`src/rtl/apb4_master_bridge.sv`:
```
// apb4_master_bridge: valid/ready command and response channels bridged onto a
// single-outstanding APB4 master port. Every output is driven from a register.
// Optional build macro: APB4_MASTER_TIMEOUT_EN -- aborts a transfer after
// TIMEOUT_CYCLES ACCESS cycles without M_PREADY (rsp_err=1, rsp_timeout=1).
// Without the macro there is no counter, ACCESS waits forever and rsp_timeout is 0.
module apb4_master_bridge #(
    parameter int ADDR_WIDTH     = 8,
    parameter int DATA_WIDTH     = 32,
    parameter int TIMEOUT_CYCLES = 16
) (
    input  logic                  S_PCLK,
    input  logic                  S_PRESETN,
    input  logic                  cmd_valid,
    output logic                  cmd_ready,
    input  logic                  cmd_write,
    input  logic [ADDR_WIDTH-1:0] cmd_addr,
    input  logic [DATA_WIDTH-1:0] cmd_wdata,
    output logic                  rsp_valid,
    input  logic                  rsp_ready,
    output logic [DATA_WIDTH-1:0] rsp_rdata,
    output logic                  rsp_err,
    output logic                  rsp_timeout,
    output logic [ADDR_WIDTH-1:0] M_PADDR,
    output logic                  M_PSEL,
    output logic                  M_PENABLE,
    output logic                  M_PWRITE,
    output logic [DATA_WIDTH-1:0] M_PWDATA,
    input  logic                  M_PREADY,
    input  logic [DATA_WIDTH-1:0] M_PRDATA,
    input  logic                  M_PSLVERR
);

    typedef enum logic [1:0] {
        ST_IDLE,
        ST_SETUP,
        ST_ACCESS,
        ST_RESP
    } state_t;

    state_t                  r_state;
    state_t                  w_state_nxt;

    logic                    r_cmd_ready,  w_cmd_ready_nxt;
    logic                    r_rsp_valid,  w_rsp_valid_nxt;
    logic [DATA_WIDTH-1:0]   r_rsp_rdata,  w_rsp_rdata_nxt;
    logic                    r_rsp_err,    w_rsp_err_nxt;
    logic [ADDR_WIDTH-1:0]   r_paddr,      w_paddr_nxt;
    logic                    r_psel,       w_psel_nxt;
    logic                    r_penable,    w_penable_nxt;
    logic                    r_pwrite,     w_pwrite_nxt;
    logic [DATA_WIDTH-1:0]   r_pwdata,     w_pwdata_nxt;

    logic                    w_cmd_fire;
    logic                    w_tmo_hit;
    logic                    w_acc_done;

    assign w_cmd_fire = cmd_valid & r_cmd_ready;
    assign w_acc_done = (r_state == ST_ACCESS) && (w_state_nxt == ST_RESP);

`ifdef APB4_MASTER_TIMEOUT_EN
    localparam logic [7:0] TMO_LAST = 8'(TIMEOUT_CYCLES - 1);

    logic [7:0] r_tmo_cnt;
    logic       r_rsp_timeout;

    // Count ACCESS cycles without PREADY; restarted by every SETUP phase
    always_ff @(posedge S_PCLK or negedge S_PRESETN) begin
        if (!S_PRESETN) begin
            r_tmo_cnt <= '0;
        end else if (r_state == ST_SETUP) begin
            r_tmo_cnt <= '0;
        end else if ((r_state == ST_ACCESS) && !M_PREADY && !w_tmo_hit) begin
            r_tmo_cnt <= r_tmo_cnt + 8'd1;
        end
    end

    // PREADY in the threshold cycle takes priority over the abort
    assign w_tmo_hit = (r_state == ST_ACCESS) && !M_PREADY && (r_tmo_cnt == TMO_LAST);

    // Timeout flag captured alongside the other response fields
    always_ff @(posedge S_PCLK or negedge S_PRESETN) begin
        if (!S_PRESETN) begin
            r_rsp_timeout <= 1'b0;
        end else if (w_acc_done) begin
            r_rsp_timeout <= w_tmo_hit;
        end
    end

    assign rsp_timeout = r_rsp_timeout;
`else
    assign w_tmo_hit   = 1'b0;
    assign rsp_timeout = 1'b0;
`endif

    // State register
    always_ff @(posedge S_PCLK or negedge S_PRESETN) begin
        if (!S_PRESETN) begin
            r_state <= ST_IDLE;
        end else begin
            r_state <= w_state_nxt;
        end
    end

    // Next-state logic: one outstanding transfer, cmd_valid only seen in IDLE
    always_comb begin
        w_state_nxt = r_state;
        unique case (r_state)
            ST_IDLE:   if (w_cmd_fire)             w_state_nxt = ST_SETUP;
            ST_SETUP:                              w_state_nxt = ST_ACCESS;
            ST_ACCESS: if (M_PREADY || w_tmo_hit)  w_state_nxt = ST_RESP;
            ST_RESP:   if (rsp_ready)              w_state_nxt = ST_IDLE;
            default:                               w_state_nxt = ST_IDLE;
        endcase
    end

    // Output next-values, decoded from the state being entered so that the
    // registered outputs line up with the state they belong to
    always_comb begin
        w_cmd_ready_nxt = (w_state_nxt == ST_IDLE);
        w_psel_nxt      = (w_state_nxt == ST_SETUP) || (w_state_nxt == ST_ACCESS);
        w_penable_nxt   = (w_state_nxt == ST_ACCESS);
        w_rsp_valid_nxt = (w_state_nxt == ST_RESP);
        w_paddr_nxt     = r_paddr;
        w_pwrite_nxt    = r_pwrite;
        w_pwdata_nxt    = w_psel_nxt ? r_pwdata : '0;
        w_rsp_rdata_nxt = r_rsp_rdata;
        w_rsp_err_nxt   = r_rsp_err;

        if ((r_state == ST_IDLE) && (w_state_nxt == ST_SETUP)) begin
            w_paddr_nxt  = cmd_addr;
            w_pwrite_nxt = cmd_write;
            w_pwdata_nxt = cmd_write ? cmd_wdata : '0;
        end

        if (w_acc_done) begin
            if (M_PREADY) begin
                w_rsp_rdata_nxt = r_pwrite ? '0 : M_PRDATA;
                w_rsp_err_nxt   = M_PSLVERR;
            end else begin
                w_rsp_rdata_nxt = '0;
                w_rsp_err_nxt   = 1'b1;
            end
        end
    end

    // Output registers, all cleared asynchronously by reset
    always_ff @(posedge S_PCLK or negedge S_PRESETN) begin
        if (!S_PRESETN) begin
            r_cmd_ready <= 1'b0;
            r_rsp_valid <= 1'b0;
            r_rsp_rdata <= '0;
            r_rsp_err   <= 1'b0;
            r_paddr     <= '0;
            r_psel      <= 1'b0;
            r_penable   <= 1'b0;
            r_pwrite    <= 1'b0;
            r_pwdata    <= '0;
        end else begin
            r_cmd_ready <= w_cmd_ready_nxt;
            r_rsp_valid <= w_rsp_valid_nxt;
            r_rsp_rdata <= w_rsp_rdata_nxt;
            r_rsp_err   <= w_rsp_err_nxt;
            r_paddr     <= w_paddr_nxt;
            r_psel      <= w_psel_nxt;
            r_penable   <= w_penable_nxt;
            r_pwrite    <= w_pwrite_nxt;
            r_pwdata    <= w_pwdata_nxt;
        end
    end

    assign cmd_ready = r_cmd_ready;
    assign rsp_valid = r_rsp_valid;
    assign rsp_rdata = r_rsp_rdata;
    assign rsp_err   = r_rsp_err;
    assign M_PADDR   = r_paddr;
    assign M_PSEL    = r_psel;
    assign M_PENABLE = r_penable;
    assign M_PWRITE  = r_pwrite;
    assign M_PWDATA  = r_pwdata;

endmodule
```
`config.mk`:
```
export PLATFORM = sky130hd
export DESIGN_NAME = apb4_master_bridge
export DESIGN_NICKNAME = d
export VERILOG_FILES = /design/src/rtl/apb4_master_bridge.sv
export SDC_FILE = /design/constraint.sdc
export NUM_CORES = 1
export LEC_CHECK = 0
export BUFFER_PORTS_ARGS = -buffer_cell sky130_fd_sc_hd__buf_2
export CORE_MARGIN = 3
export CORE_UTILIZATION = 35
export CTS_CLUSTER_SIZE = 24
export DETAILED_ROUTE_END_ITERATION = 16
export SETUP_SLACK_MARGIN = 0.02
export SYNTH_ARGS = -nofsm -noshare
export SYNTH_HDL_FRONTEND = slang
export SYNTH_SLANG_ARGS = --single-unit
```
`constraint.sdc`:
```
create_clock -name S_PCLK -period 2.7 [get_ports S_PCLK]
set_clock_uncertainty 0.2 [all_clocks]
set_input_delay 0.135 -clock S_PCLK [delete_from_list [all_inputs] [get_ports S_PCLK]]
set_output_delay 0.135 -clock S_PCLK [all_outputs]
set_load 0.01 [all_outputs]
```
==> key figures <==
Route
  • Routed WL: 9.18 mm
  • Wirelength per Cell: 15.7 microns
  • Number of search-and-repair iterations in the first detailed-routing pass: 4
  • Vias post-DR: 2762
  • Iteration-0 DRC count of the detailed router: 98
  • Post-DR vias/cell: 4.71
  • Residual antenna-violating net count after detailed routing: 0
  • Detailed-route DRC error count: 0

CTS
  • Buffers inserted by post-CTS timing repair: 0
  • Worst-Skew Late Latency: 330 ps
  • Total clock buffers created by CTS: 9
  • Max clock buf depth: 2
  • Number of sinks handled by clock tree synthesis: 80
  • Max H-tree Level: 3
  • Clock tree from TritonCTS: done
  • Clock tree root buffer cell: sky130_fd_sc_hd__clkbuf_8
  • Clock-pin slew of the registers on the worst-case setup and hold paths: 70 ps

Logic synthesis
  • Yosys warnings: 0
  • Dominant cell by count in the synthesized netlist: sky130_fd_sc_hd__dfrtp_1
  • Synth top area share: 59.2%
  • Mean instance size in the synthesized netlist: 14.9 sq um
  • Fraction of the yosys area taken by sequential cells: 59.2%
  • Count of different cell masters after synthesis: 23
  • Async set-or-reset flop fraction in the synthesized netlist: 100%
  • Cell type with the highest aggregate area in the netlist: sky130_fd_sc_hd__dfrtp_1
  • Flip-flop cell with the highest count after synthesis: sky130_fd_sc_hd__dfrtp_1
  • Top cells by count, synth: 80 x sky130_fd_sc_hd__dfrtp_1, 34 x sky130_fd_sc_hd__mux2_2, 33 x sky130_fd_sc_hd__and3b_1
  • Synthesized netlist cell count: 227
  • Cell area after technology mapping: 3380 sq um
  • Syn nets: 310
  • Leading cell types by total area after synthesis: sky130_fd_sc_hd__dfrtp_1 59%, sky130_fd_sc_hd__mux2_2 11%, sky130_fd_sc_hd__a32o_1 9.5%
  • Register bit total from synthesis: 80
  • Number of synthesized flops with an enable pin: 0

Timing
  • Share of the clock period used by the worst path after layout: 92.2%
  • Total negative setup slack: 0 ps
  • Post-Route Hold Slack: -6.18 ps
  • Highest clock rate: 402 MHz
  • Final setup violation count: 0
  • Hold Violations, Final: 1
  • Worst-margin pin slew: 509 ps
  • Crit path time final: 2490 ps
  • Number of pins exceeding their max-slew limit in the final report: 0
  • Worst slew slack as a fraction of its limit: 66.1%
  • RSZ-0062 raised after global routing: false

Cells and area
  • Non-filler cells in the finished layout: 586
  • # nets final: 536
  • Design area: 5230 sq um
  • Ratio of cells with drive above 1 in the final layout: 49.2%
  • Antenna diodes: 0
  • Fill cell total of the finished layout: 781
  • Area growth syn-to-layout: 54.5%

Die
  • Area of the core: 9330 sq um
  • Initial cell density of the core: 36.3%
  • Die Y: 104 microns
  • Ports placed on the boundary: 158
  • Die outline width: 104 microns
  • Total die area: 10900 sq um
  • Number of cell rows: 35

Place
  • Half-perimeter wire length after placement: 5.69 mm
  • Number of cells after detailed placement: 498
  • Placer congestion estimate: 0.677
  • Count of buffers inserted at the top-level ports: 156
  • Total placed instance area: 4290 sq um

Power
  • Net switching power figure: 1530 uW
  • Sequential power share: 39.6%
  • PD cells: 865 nW/um^2
  • Sw Share: 34.0%
  • Share of total power in combinational logic: 41.2%
  • Cell-internal power: 2980 uW
  • Leakage: 0.00280 uW
  • Proportion of power drawn by the clock network: 19.2%
  • Peak VDD IR: 0.000467 V

Outcome
  • Outcome: finished, violations left
  • Violations in the final reports: negative hold slack

Flow run
  • Number of max-cap violations: 0

Setup path
  • Critical Setup Path Class: reg -> reg
  • Number of buffer and inverter stages on the critical path: 1
  • CP max stage cell: sky130_fd_sc_hd__dfrtp_1
  • Delay of the slowest cell on the worst path: 450 ps
  • Endpoint kind of the worst setup timing path: flip-flop
  • Top Family by Delay on Critical Path: simple AND/OR/NAND/NOR gates
  • Crit path cell chain: or2_2 > o221ai_2 > ha_1 > or3b_1 > buf_4 > mux2_4
  • Worst path arrival time: 2510 ps
  • Largest fanout on the critical path: 29
  • Critical Path RT: 2720 ps
  • CP startpoint kind: flip-flop

Global routing
  • Vias in the first global route: 2956
  • Global router's overall resource usage: 17.2%
  • Grt ovf: 0
  • Wire length of the first global-routing pass: 15.2 mm
  • Antenna violations before repair: 0
  • Pin count of the biggest net entering global routing: 43

Min path
  • Worst min path class: in -> reg
==> layer usage <==
layer	wire length (microns)	GRT usage [%]	vias to the layer above
li1	-	-	1300
met1	4200	23.6	1326
met2	4210	26.5	127
met3	675	4.41	9
met4	93	5.51	0
met5	0	0	-
==> cell families after synthesis <==
kind of cell             Yosys count  share of synthesized area [%]
AND/OR/NAND/NOR                   43                           10.4
flip-flops                        80                           59.2
buffers and inverters             23                           4.07
other                              1                          0.111
adder cells (fa/ha/maj)            4                           1.48
multiplexers                      41                           14.4
AO/OA/AOI/OAI                     35                           10.3
==> power by group through the flow <==
stage	Clock, uW	Sequential (uW)	Combinational (uW)
6_report	866	1790	1860
5_1_grt	957	1840	2030
4_1_cts	905	1790	1880
3_5_place_dp	0	1810	1800
3_3_place_gp	0	1790	1770
2_1_floorplan	0	1980	897
==> worst reg2reg max path: stages, from the launching register on <==
cell	delay, ps
sky130_fd_sc_hd__dfrtp_1	450
sky130_fd_sc_hd__or2_2	360
sky130_fd_sc_hd__o221ai_2	210
sky130_fd_sc_hd__ha_1	200
sky130_fd_sc_hd__or3b_1	370
sky130_fd_sc_hd__buf_4	260
sky130_fd_sc_hd__mux2_4	330
==> layout by cell type (no fill, tap or decap), drive strengths merged <==
master	n
nand2	3
or2	1
mux2	41
o221a	1
conb	1
a32o	32
and4bb	1
a21o	1
dlygate4sd3	73
clkinv	1
and2	1
ha	4
buf	165
or3b	1
o221ai	1
clkbuf	10
and3b	33
nand3b	1
clkinvlp	3
bufinv	1
nand3	1
dfrtp	80
nand2b	1
==> final cells by class <==
cell class                 count  area [sq um]  area share [%]
timing repair buffer         238          1620            31.0
sequential                    80          2000            38.3
clock buffer                  10           138            2.63
clock inverter                 5          57.6            1.10
tap                          129           161            3.09
multi-input combinational    124          1250            23.9
==> flip-flops by register name (all words and copies together) (netlist names) <==
register and count:
rsp_err 1, r_state 2, M_PWRITE 1, M_PSEL 1
M_PWDATA 32, M_PADDR 8, rsp_valid 1, M_PENABLE 1
cmd_ready 1, rsp_rdata 32
==> stage by stage <==
step	utilization (%)	setup slack, ps	hold slack, ps	total power, uW
2_1_floorplan	-	317	-361	2880
3_3_place_gp	46.0	223	-62.7	3560
3_5_place_dp	46.0	141	-59.1	3600
4_1_cts	56.0	117	0.315	4570
5_1_grt	56.0	64.5	0.0955	4830
6_report	56.0	212	-6.18	4520
==> worst paths after layout <==
| kind | start | end | slack [ps] | cells after the start |
|---|---|---|---|---|
| hold / removal | M_PREADY | r_state[0] | -6 | 3 |
| max in group asynchronous | S_PRESETN | rsp_rdata[25] | 1560 | 3 |
| setup / recovery | r_state[0] | M_PADDR[3] | 210 | 6 |
| hold reg to reg | M_PWRITE | M_PWRITE | 280 | 1 |
| min in group asynchronous | S_PRESETN | rsp_rdata[16] | 120 | 2 |
| setup reg to reg | r_state[0] | M_PADDR[3] | 210 | 6 |
==> timing repair <==
item,in CTS,in global routing
endpoints found under the setup margin,0,28
gates resized for setup,0,1
hold buffers,73,0
hold endpoints to repair,138,0
(Power assumes the default switching activity.)
